$ cat src/rtl/neuron_pe.sv
// Single-neuron processing element: bias plus NUM_IN signed products, then
// rescale, saturate and ReLU into one Q2.(N-2) activation on valid/ready.
module neuron_pe #(
   parameter int N      = 16,
   parameter int NUM_IN = 16
) (
   input  logic         clk,
   input  logic         rst,
   input  logic         start,
   input  logic         clear,
   input  logic [N-1:0] bias,
   input  logic         in_valid,
   output logic         in_ready,
   input  logic [N-1:0] inp,
   input  logic [N-1:0] weight,
   output logic         out_valid,
   input  logic         out_ready,
   output logic [N-1:0] out,
   output logic         busy
);

   localparam int FRAC  = N - 2;
   localparam int ACC_W = 2 * N + 8;
   localparam int CNT_W = $clog2(NUM_IN + 1);
   localparam logic [CNT_W-1:0] LAST = CNT_W'(NUM_IN - 1);

   typedef enum logic [2:0] {
      ST_IDLE  = 3'd0,
      ST_ACC   = 3'd1,
      ST_DRAIN = 3'd2,
      ST_SAT   = 3'd3,
      ST_OUT   = 3'd4
   } state_t;

   state_t             state_q, state_d;
   logic [ACC_W-1:0]   acc_q, acc_d;
   logic [2*N-1:0]     prod_q, prod_d;
   logic               pv_q, pv_d;
   logic [CNT_W-1:0]   cnt_q, cnt_d;
   logic [N-1:0]       out_q, out_d;
   logic               out_valid_q, out_valid_d;
   logic               in_ready_q, in_ready_d;
   logic               busy_q, busy_d;

   logic [2*N-1:0]     mul_s;
   logic [ACC_W-1:0]   prod_ext_s;
   logic [ACC_W-1:0]   bias_ext_s;
   logic               beat_s;

   // Drop the FRAC fraction bits, clamp negatives to zero and large values to max.
   function automatic logic [N-1:0] sat_relu(input logic [ACC_W-1:0] a);
      logic [ACC_W-FRAC-1:0] s;
      s = a[ACC_W-1:FRAC];
      if (s[ACC_W-FRAC-1]) begin
         sat_relu = {N{1'b0}};
      end else if (|s[ACC_W-FRAC-2:N-1]) begin
         sat_relu = {1'b0, {(N-1){1'b1}}};
      end else begin
         sat_relu = s[N-1:0];
      end
   endfunction

   // Operands are sign-extended to 2N so the low 2N product bits are exact.
   assign mul_s      = {{N{inp[N-1]}}, inp} * {{N{weight[N-1]}}, weight};
   assign prod_ext_s = {{(ACC_W-2*N){prod_q[2*N-1]}}, prod_q};
   assign bias_ext_s = {{(ACC_W-N-FRAC){bias[N-1]}}, bias, {FRAC{1'b0}}};

   always_comb begin
      state_d     = state_q;
      acc_d       = acc_q;
      prod_d      = prod_q;
      pv_d        = pv_q;
      cnt_d       = cnt_q;
      out_d       = out_q;
      out_valid_d = out_valid_q;
      beat_s      = 1'b0;
      if (clear) begin
         state_d     = ST_IDLE;
         out_valid_d = 1'b0;
         pv_d        = 1'b0;
         cnt_d       = {CNT_W{1'b0}};
      end else begin
         case (state_q)
            ST_IDLE: begin
               if (start) begin
                  acc_d   = bias_ext_s;
                  cnt_d   = {CNT_W{1'b0}};
                  pv_d    = 1'b0;
                  state_d = ST_ACC;
               end else begin
                  state_d = ST_IDLE;
               end
            end
            ST_ACC: begin
               beat_s = in_valid & in_ready_q;
               if (pv_q) begin
                  acc_d = acc_q + prod_ext_s;
               end else begin
                  acc_d = acc_q;
               end
               if (beat_s) begin
                  prod_d = mul_s;
                  pv_d   = 1'b1;
                  cnt_d  = cnt_q + {{(CNT_W-1){1'b0}}, 1'b1};
                  if (cnt_q == LAST) begin
                     state_d = ST_DRAIN;
                  end else begin
                     state_d = ST_ACC;
                  end
               end else begin
                  pv_d = 1'b0;
               end
            end
            ST_DRAIN: begin
               if (pv_q) begin
                  acc_d = acc_q + prod_ext_s;
               end else begin
                  acc_d = acc_q;
               end
               pv_d    = 1'b0;
               state_d = ST_SAT;
            end
            ST_SAT: begin
               out_d       = sat_relu(acc_q);
               out_valid_d = 1'b1;
               state_d     = ST_OUT;
            end
            ST_OUT: begin
               if (out_valid_q && out_ready) begin
                  out_valid_d = 1'b0;
                  state_d     = ST_IDLE;
               end else begin
                  state_d = ST_OUT;
               end
            end
            default: begin
               state_d     = ST_IDLE;
               out_valid_d = 1'b0;
               pv_d        = 1'b0;
            end
         endcase
      end
      // Handshake flags are registered from the next state so they line up with it.
      in_ready_d = (state_d == ST_ACC);
      busy_d     = (state_d != ST_IDLE);
   end

   always_ff @(posedge clk or negedge rst) begin
      if (!rst) begin
         state_q     <= ST_IDLE;
         acc_q       <= {ACC_W{1'b0}};
         prod_q      <= {(2*N){1'b0}};
         pv_q        <= 1'b0;
         cnt_q       <= {CNT_W{1'b0}};
         out_q       <= {N{1'b0}};
         out_valid_q <= 1'b0;
         in_ready_q  <= 1'b0;
         busy_q      <= 1'b0;
      end else begin
         state_q     <= state_d;
         acc_q       <= acc_d;
         prod_q      <= prod_d;
         pv_q        <= pv_d;
         cnt_q       <= cnt_d;
         out_q       <= out_d;
         out_valid_q <= out_valid_d;
         in_ready_q  <= in_ready_d;
         busy_q      <= busy_d;
      end
   end

   assign in_ready  = in_ready_q;
   assign out_valid = out_valid_q;
   assign out       = out_q;
   assign busy      = busy_q;

endmodule
$ cat config.mk
export PLATFORM = sky130hd
export DESIGN_NAME = neuron_pe
export DESIGN_NICKNAME = d
export VERILOG_FILES = /design/src/rtl/neuron_pe.sv
export SDC_FILE = /design/constraint.sdc
export NUM_CORES = 1
export LEC_CHECK = 0
export ABC_AREA = 1
export CAP_MARGIN = 10
export CORE_MARGIN = 2
export CORE_UTILIZATION = 65
export CTS_BUF_LIST = sky130_fd_sc_hd__clkbuf_4 sky130_fd_sc_hd__clkbuf_8
export CTS_CLUSTER_DIAMETER = 120
export DETAILED_ROUTE_END_ITERATION = 10
export HOLD_SLACK_MARGIN = 0.03
export PLACE_DENSITY = 0.84
export SYNTH_ARGS = -nofsm -noshare
export SYNTH_HDL_FRONTEND = slang
export SYNTH_SLANG_ARGS = --single-unit
$ cat constraint.sdc
create_clock -name clk -period 3 [get_ports clk]
set_input_delay 0.45 -clock clk [delete_from_list [all_inputs] [get_ports clk]]
set_output_delay 0.45 -clock clk [all_outputs]
set_load 0.02 [all_outputs]
==> flow_summary.html, run 1 <==
<table>
<tr><th>Metric</th><th>Value</th></tr>
<tr><th colspan="2">Outcome</th></tr>
<tr><td>Result of the run</td><td>stopped before the end</td></tr>
<tr><td>Halt Stage</td><td>global routing (5_1_grt)</td></tr>
<tr><td>Run-stopping error</td><td>[ERROR GRT-0232] Routing congestion too high. Check the congestion heatmap in the GUI.</td></tr>
<tr><th colspan="2">STA</th></tr>
<tr><td>Kind of pin the worst path terminates on</td><td>register data pin</td></tr>
<tr><td>Endpoint pin with the least setup slack after global-route repair</td><td>prod_q[24]$_DFFE_PN0P_/D</td></tr>
<tr><th colspan="2">Logic synthesis</th></tr>
<tr><td>Main synth FF type</td><td>sky130_fd_sc_hd__dfrtp_1</td></tr>
<tr><td>Simple-Gate Fraction of Synth Area</td><td>0.263</td></tr>
<tr><td>Post-synthesis mux area share</td><td>0</td></tr>
<tr><td>Post-synth EDFFs</td><td>0</td></tr>
<tr><td>Mean area per synthesized cell</td><td>6.88 um2</td></tr>
<tr><td>Synthesized-area fraction occupied by ao, oa, aoi and oai cells</td><td>0.0489</td></tr>
<tr><td>Share of synthesized flip-flops with an asynchronous set or reset</td><td>1.00</td></tr>
<tr><td>Synthesized flop and latch total</td><td>100</td></tr>
<tr><td>Proportion of synthesized chip area in sequential cells</td><td>0.138</td></tr>
<tr><td>Post-Synth Adder-Cell Area</td><td>0.375</td></tr>
<tr><td>Combinational family with the most area after synthesis</td><td>adder cells</td></tr>
<tr><td>Cell count after synthesis</td><td>2636</td></tr>
<tr><td>Post-synthesis instance area</td><td>18100 um2</td></tr>
<tr><td>Xor-xnor portion of the synthesized cell area</td><td>0.0150</td></tr>
<tr><td>Synthesis Warnings</td><td>0</td></tr>
<tr><td>Library cells used by synthesis</td><td>38</td></tr>
<tr><td>Net count of the mapped netlist</td><td>3076</td></tr>
<tr><th colspan="2">Placement</th></tr>
<tr><td>Area after DPL</td><td>21300 um2</td></tr>
<tr><td>Number of buffers added on ports</td><td>72</td></tr>
<tr><td>Post-detail-place hpwl</td><td>45.9 mm</td></tr>
<tr><td>RePlAce Congestion</td><td>1.03</td></tr>
<tr><th colspan="2">Floorplan</th></tr>
<tr><td>I/O pin total</td><td>73</td></tr>
<tr><td>Die outline width</td><td>171 um</td></tr>
<tr><td>Number of placement rows</td><td>61</td></tr>
<tr><td>Die Y</td><td>171 um</td></tr>
<tr><td>Starting density of the core</td><td>0.656</td></tr>
<tr><th colspan="2">Clock tree</th></tr>
<tr><td>Cell chosen for the clock root</td><td>sky130_fd_sc_hd__clkbuf_8</td></tr>
<tr><td>Clock buffer count from CTS</td><td>9</td></tr>
<tr><td>Number of levels in the clock H-tree</td><td>3</td></tr>
<tr><td>Longest Clk Path Bufs</td><td>2</td></tr>
<tr><td>Total clock sinks</td><td>100</td></tr>
<tr><th colspan="2">Global route</th></tr>
<tr><td>Overall fraction of global-route tracks in use</td><td>0.740</td></tr>
<tr><td>Pin count of the biggest net entering global routing</td><td>73</td></tr>
<tr><td>Total overflow reported by the global router</td><td>13</td></tr>
</table>
-- cells by family after synthesis --
kind of cell             count (synthesis)
AND/OR/NAND/NOR                       1194
buffers and inverters                  761
flip-flops                             100
AO/OA/AOI/OAI                          164
adder cells (fa/ha/maj)                386
XOR/XNOR                                31
-- synth_stat cells (4+ instances only) --
cell | number | area, um2
sky130_fd_sc_hd__buf_2 | 4 | 20.0
sky130_fd_sc_hd__o21ai_1 | 12 | 60.1
sky130_fd_sc_hd__or2_2 | 6 | 37.5
sky130_fd_sc_hd__a21oi_1 | 58 | 290
sky130_fd_sc_hd__fa_1 | 263 | 5270
sky130_fd_sc_hd__xor2_1 | 8 | 70.1
sky130_fd_sc_hd__ha_1 | 123 | 1540
sky130_fd_sc_hd__nand2_1 | 863 | 3240
sky130_fd_sc_hd__inv_1 | 682 | 2560
sky130_fd_sc_hd__a31oi_1 | 4 | 25.0
sky130_fd_sc_hd__dfrtp_1 | 100 | 2500
sky130_fd_sc_hd__clkbuf_1 | 66 | 248
sky130_fd_sc_hd__nor2_1 | 168 | 631
sky130_fd_sc_hd__xnor2_1 | 23 | 201
sky130_fd_sc_hd__nand4_1 | 25 | 156
sky130_fd_sc_hd__o21bai_1 | 12 | 90.1
sky130_fd_sc_hd__nand3_1 | 110 | 551
sky130_fd_sc_hd__o21ai_0 | 68 | 340
sky130_fd_sc_hd__nor3_1 | 12 | 60.1
-- layer usage --
metal / GRT overflow / global-route usage
met1: 0 / 0.731
met2: 7 / 0.913
met3: 0 / 0.578
met4: 6 / 0.757
met5: 0 / 0.261
-- what timing repair did --
action	4_1_cts
gates resized for setup	418
pin swaps	152
hold buffers	1
buffers inserted	65
setup endpoints to repair	28
endpoints found under the hold margin	28
cloned	3
-- stage by stage --
step	std cells	setup WS, ps	TNS [ps]
floorplan	2636	-2180	-47000
global placement	3209	-2930	-70690
detailed placement	3209	-3120	-73600
CTS	3293	-2150	-47920
==> run 2, diff against run 1 <==
==> config.mk (replaced) <==
export PLATFORM = sky130hd
export DESIGN_NAME = neuron_pe
export DESIGN_NICKNAME = d
export VERILOG_FILES = /design/src/rtl/neuron_pe.sv
export SDC_FILE = /design/constraint.sdc
export NUM_CORES = 1
export LEC_CHECK = 0
export ABC_AREA = 1
export CAP_MARGIN = 10
export CORE_MARGIN = 2
export CORE_UTILIZATION = 40
export DETAILED_ROUTE_END_ITERATION = 10
export PLACE_DENSITY_LB_ADDON = 0.15
export SYNTH_ARGS = -nofsm -noshare
export SYNTH_HDL_FRONTEND = slang
export SYNTH_SLANG_ARGS = --single-unit
==> run 2 against run 1 <==
  * Synthesized cell count did not move
  * Synthesized area did not move
  * The flow now finishes, with violations (setup timing)
==> flow_summary.html, run 2 <==
<table>
<tr><th>Metric</th><th>Value</th></tr>
<tr><th colspan="2">Outcome</th></tr>
<tr><td>Result of the run</td><td>complete, but fails checks</td></tr>
<tr><td>Failing checks</td><td>setup timing</td></tr>
<tr><th colspan="2">Clock tree</th></tr>
<tr><td>Number of levels in the clock H-tree</td><td>3</td></tr>
<tr><td>Insertion delay of the later-clocked pin in the worst-skew pair</td><td>370 ps</td></tr>
<tr><td>Cell chosen for the clock root</td><td>sky130_fd_sc_hd__clkbuf_16</td></tr>
<tr><td>CTS tree</td><td>done</td></tr>
<tr><td>Clock-pin slew on the worst setup and hold paths</td><td>70 ps</td></tr>
<tr><td>Clock buffer count from CTS</td><td>9</td></tr>
<tr><td>Total clock sinks</td><td>100</td></tr>
<tr><td>Longest Clk Path Bufs</td><td>2</td></tr>
<tr><th colspan="2">Logic synthesis</th></tr>
<tr><td>Share of synthesized flip-flops with an asynchronous set or reset</td><td>1.00</td></tr>
<tr><td>Cell count after synthesis</td><td>2636</td></tr>
<tr><td>Net count of the mapped netlist</td><td>3076</td></tr>
<tr><td>Top cells by instance count after synthesis</td><td>863 x sky130_fd_sc_hd__nand2_1, 682 x sky130_fd_sc_hd__inv_1, 263 x sky130_fd_sc_hd__fa_1</td></tr>
<tr><td>Biggest area contributors in the synthesized netlist</td><td>sky130_fd_sc_hd__fa_1 29%, sky130_fd_sc_hd__nand2_1 18%, sky130_fd_sc_hd__inv_1 14%, sky130_fd_sc_hd__dfrtp_1 14%, sky130_fd_sc_hd__ha_1 8.5%</td></tr>
<tr><td>Post-synth EDFFs</td><td>0</td></tr>
<tr><td>Synthesized flop and latch total</td><td>100</td></tr>
<tr><td>Main synth FF type</td><td>sky130_fd_sc_hd__dfrtp_1</td></tr>
<tr><td>Synthesis Warnings</td><td>0</td></tr>
<tr><td>Top-area cell type share of the netlist area</td><td>0.291</td></tr>
<tr><td>Proportion of synthesized chip area in sequential cells</td><td>0.138</td></tr>
<tr><td>Post-synthesis instance area</td><td>18100 um2</td></tr>
<tr><td>Library cells used by synthesis</td><td>38</td></tr>
<tr><td>Mean area per synthesized cell</td><td>6.88 um2</td></tr>
<tr><td>Library cell with the highest instance count after synthesis</td><td>sky130_fd_sc_hd__nand2_1</td></tr>
<tr><td>Cell type contributing the most total cell area after synthesis</td><td>sky130_fd_sc_hd__fa_1</td></tr>
<tr><th colspan="2">Finish</th></tr>
<tr><td>Max FFs per register</td><td>40</td></tr>
<tr><td>Number of nets at the end of the flow</td><td>3398</td></tr>
<tr><td>Share of cells above drive strength 1</td><td>0.242</td></tr>
<tr><td>Final Core Density</td><td>0.553</td></tr>
<tr><td>Growth of design area from synthesis to finish</td><td>35.8%</td></tr>
<tr><td>Leading cell types in the layout, fill and taps excluded</td><td>773 x sky130_fd_sc_hd__nand2_1, 610 x sky130_fd_sc_hd__inv_1, 226 x sky130_fd_sc_hd__fa_1</td></tr>
<tr><td>Fillers</td><td>4240</td></tr>
<tr><td>Diodes inserted</td><td>0</td></tr>
<tr><td>Register bank with the most flops</td><td>acc_q</td></tr>
<tr><td>Commonest non-fill, non-tap cell in the layout</td><td>sky130_fd_sc_hd__nand2_1</td></tr>
<tr><th colspan="2">STA</th></tr>
<tr><td>Unrepaired setup endpoints after global routing</td><td>true</td></tr>
<tr><td>Highest attainable clock frequency</td><td>0.193 GHz</td></tr>
<tr><td>Pins over their slew limit</td><td>0</td></tr>
<tr><td>Minimum clock period after layout</td><td>5190 ps</td></tr>
<tr><td>Fraction of the cycle the final worst path needs</td><td>1.73</td></tr>
<tr><td>Worst Max-Slew Pin Slew</td><td>551 ps</td></tr>
<tr><td>Final hold viol count</td><td>0</td></tr>
<tr><td>Worst setup slack after layout</td><td>-2190 ps</td></tr>
<tr><td>Rel. slew slack</td><td>0.629</td></tr>
<tr><td>Setup clock skew after layout</td><td>11.1 ps</td></tr>
<tr><td>Setup violation total in the final timing report</td><td>28</td></tr>
<tr><th colspan="2">Global route</th></tr>
<tr><td>Number of global-route vias before repair</td><td>18300</td></tr>
<tr><td>Layer carrying the most global-route usage</td><td>met2</td></tr>
<tr><td>Total overflow reported by the global router</td><td>0</td></tr>
<tr><td>Global-route wire length before repair</td><td>94.6 mm</td></tr>
<tr><td>Met3 usage in global routing</td><td>0.0303</td></tr>
<tr><td>Met1 usage</td><td>0.345</td></tr>
<tr><td>Pin count of the biggest net entering global routing</td><td>67</td></tr>
<tr><td>Overall fraction of global-route tracks in use</td><td>0.255</td></tr>
<tr><td>Grt met2 use</td><td>0.436</td></tr>
<tr><td>Initial antenna violation count</td><td>0</td></tr>
<tr><th colspan="2">Drt</th></tr>
<tr><td>Vias post-DR</td><td>17200</td></tr>
<tr><td>Post-route DRC</td><td>0</td></tr>
<tr><td>Wire length after detailed routing</td><td>57.1 mm</td></tr>
<tr><td>Number of iterations in the first detailed-routing pass</td><td>5</td></tr>
<tr><td>Drt wl/cell</td><td>16.1 um</td></tr>
<tr><td>Number of nets with antenna violations after detailed routing</td><td>0</td></tr>
<tr><td>Via-to-Cell Ratio</td><td>4.83</td></tr>
<tr><td>Number of DRC markers after the initial detailed-route iteration</td><td>928</td></tr>
<tr><th colspan="2">Setup path</th></tr>
<tr><td>Critical path class</td><td>in -&gt; reg</td></tr>
<tr><td>Maximum single-stage delay on the critical path</td><td>560 ps</td></tr>
<tr><td>Startpoint kind of the worst setup timing path</td><td>input pin</td></tr>
<tr><td>Cell with the biggest individual delay on the critical path</td><td>sky130_fd_sc_hd__fa_2</td></tr>
<tr><td>Crit end category</td><td>register</td></tr>
<tr><td>Crit Path Max Fanout</td><td>5</td></tr>
<tr><td>Data required time at the worst endpoint</td><td>3250 ps</td></tr>
<tr><td>Worst path arrival time</td><td>5440 ps</td></tr>
<tr><th colspan="2">Placement</th></tr>
<tr><td>Number of buffers added on ports</td><td>72</td></tr>
<tr><td>RePlAce Congestion</td><td>0.947</td></tr>
<tr><td>Post-detail-place hpwl</td><td>45.6 mm</td></tr>
<tr><th colspan="2">Job</th></tr>
<tr><td>Max-cap violations</td><td>0</td></tr>
<tr><th colspan="2">Floorplan</th></tr>
<tr><td>Number of placement rows</td><td>77</td></tr>
<tr><td>Die outline width</td><td>217 um</td></tr>
<tr><td>Placeable core region</td><td>44500 um2</td></tr>
<tr><td>I/O pin total</td><td>73</td></tr>
<tr><td>Area enclosed by the die boundary</td><td>47000 um2</td></tr>
<tr><td>Die Y</td><td>217 um</td></tr>
<tr><td>Starting density of the core</td><td>0.407</td></tr>
<tr><th colspan="2">Hold path</th></tr>
<tr><td>Worst min-delay path category</td><td>in -&gt; async</td></tr>
</table>
## run 2: cell counts after synthesis
Identical to the previous run, type by type.
## run 2: path summary, 6_finish.rpt
check	start	end	slack, ps	depth (start not counted)
max	inp[15]	prod_q[27]	-2190	25
min	rst	prod_q[2]	60	1
max reg2reg	acc_q[0]	acc_q[22]	320	13
min reg2reg	pv_q	pv_q	480	2
max in group asynchronous	rst	acc_q[19]	2190	2
min in group clk	pv_q	pv_q	480	2
## run 2: metrics by stage
stage	hold WS (ps)	cells	setup slack [ps]	instance area (um2)	TNS, ps
CTS	59.5	3536	-2250	24000	-51130
global route	73.6	3555	-2350	24600	-54760
finish	58.6	3555	-2190	24600	-50400
floorplan	154	2636	-2180	19300	-47000
global placement	456	3410	-2980	21700	-71090
detailed placement	458	3410	-2980	21700	-72190
## run 2: routing by layer
layer / vias up / routed length, um / share of wire
li1: 8341 / - / -
met1: 8350 / 25800 / 0.45
met2: 375 / 27100 / 0.48
met3: 89 / 2800 / 0.049
met4: 0 / 1390 / 0.024
met5: - / 0 / 0
## run 2: logic make-up after synthesis
group	after synthesis	share of synthesized area
xor gates and xnor gates	31	0.0150
adders and majority gates	386	0.375
DFF	100	0.138
buffers and inverters	761	0.160
AOI/OAI and AO/OA	164	0.0489
and+or+nand+nor	1194	0.263
## run 2: what timing repair did
action / 4_1_cts / 5_1_grt
hold endpoints to repair: 0 / 0
buffers inserted: 105 / 27
resized for setup: 378 / 160
gates cloned: 9 / 1
hold buffers: 0 / 0
pin swaps: 199 / 156
setup endpoints to repair: 28 / 28
## run 2: final cells by class
class | count | area, um2 | area share
Clock buffer | 11 | 243 | 0.00986
Clock inverter | 5 | 88.8 | 0.00361
Sequential cell | 100 | 2500 | 0.102
Inverter | 685 | 2590 | 0.105
Tap cell | 592 | 741 | 0.0301
Multi-Input combinational cell | 1775 | 14500 | 0.588
Timing Repair Buffer | 387 | 3970 | 0.161
## run 2: worst max-delay path: cells and delay by family
family,cells,cell delay (ps)
buffers and inverters,9,820
adders and majority gates,7,3350
and+or+nand+nor,9,840
Power of run 2 is left out: the tool's default activity adds up to more than one toggle a clock period on the data nets, which glitch-free logic cannot reach.
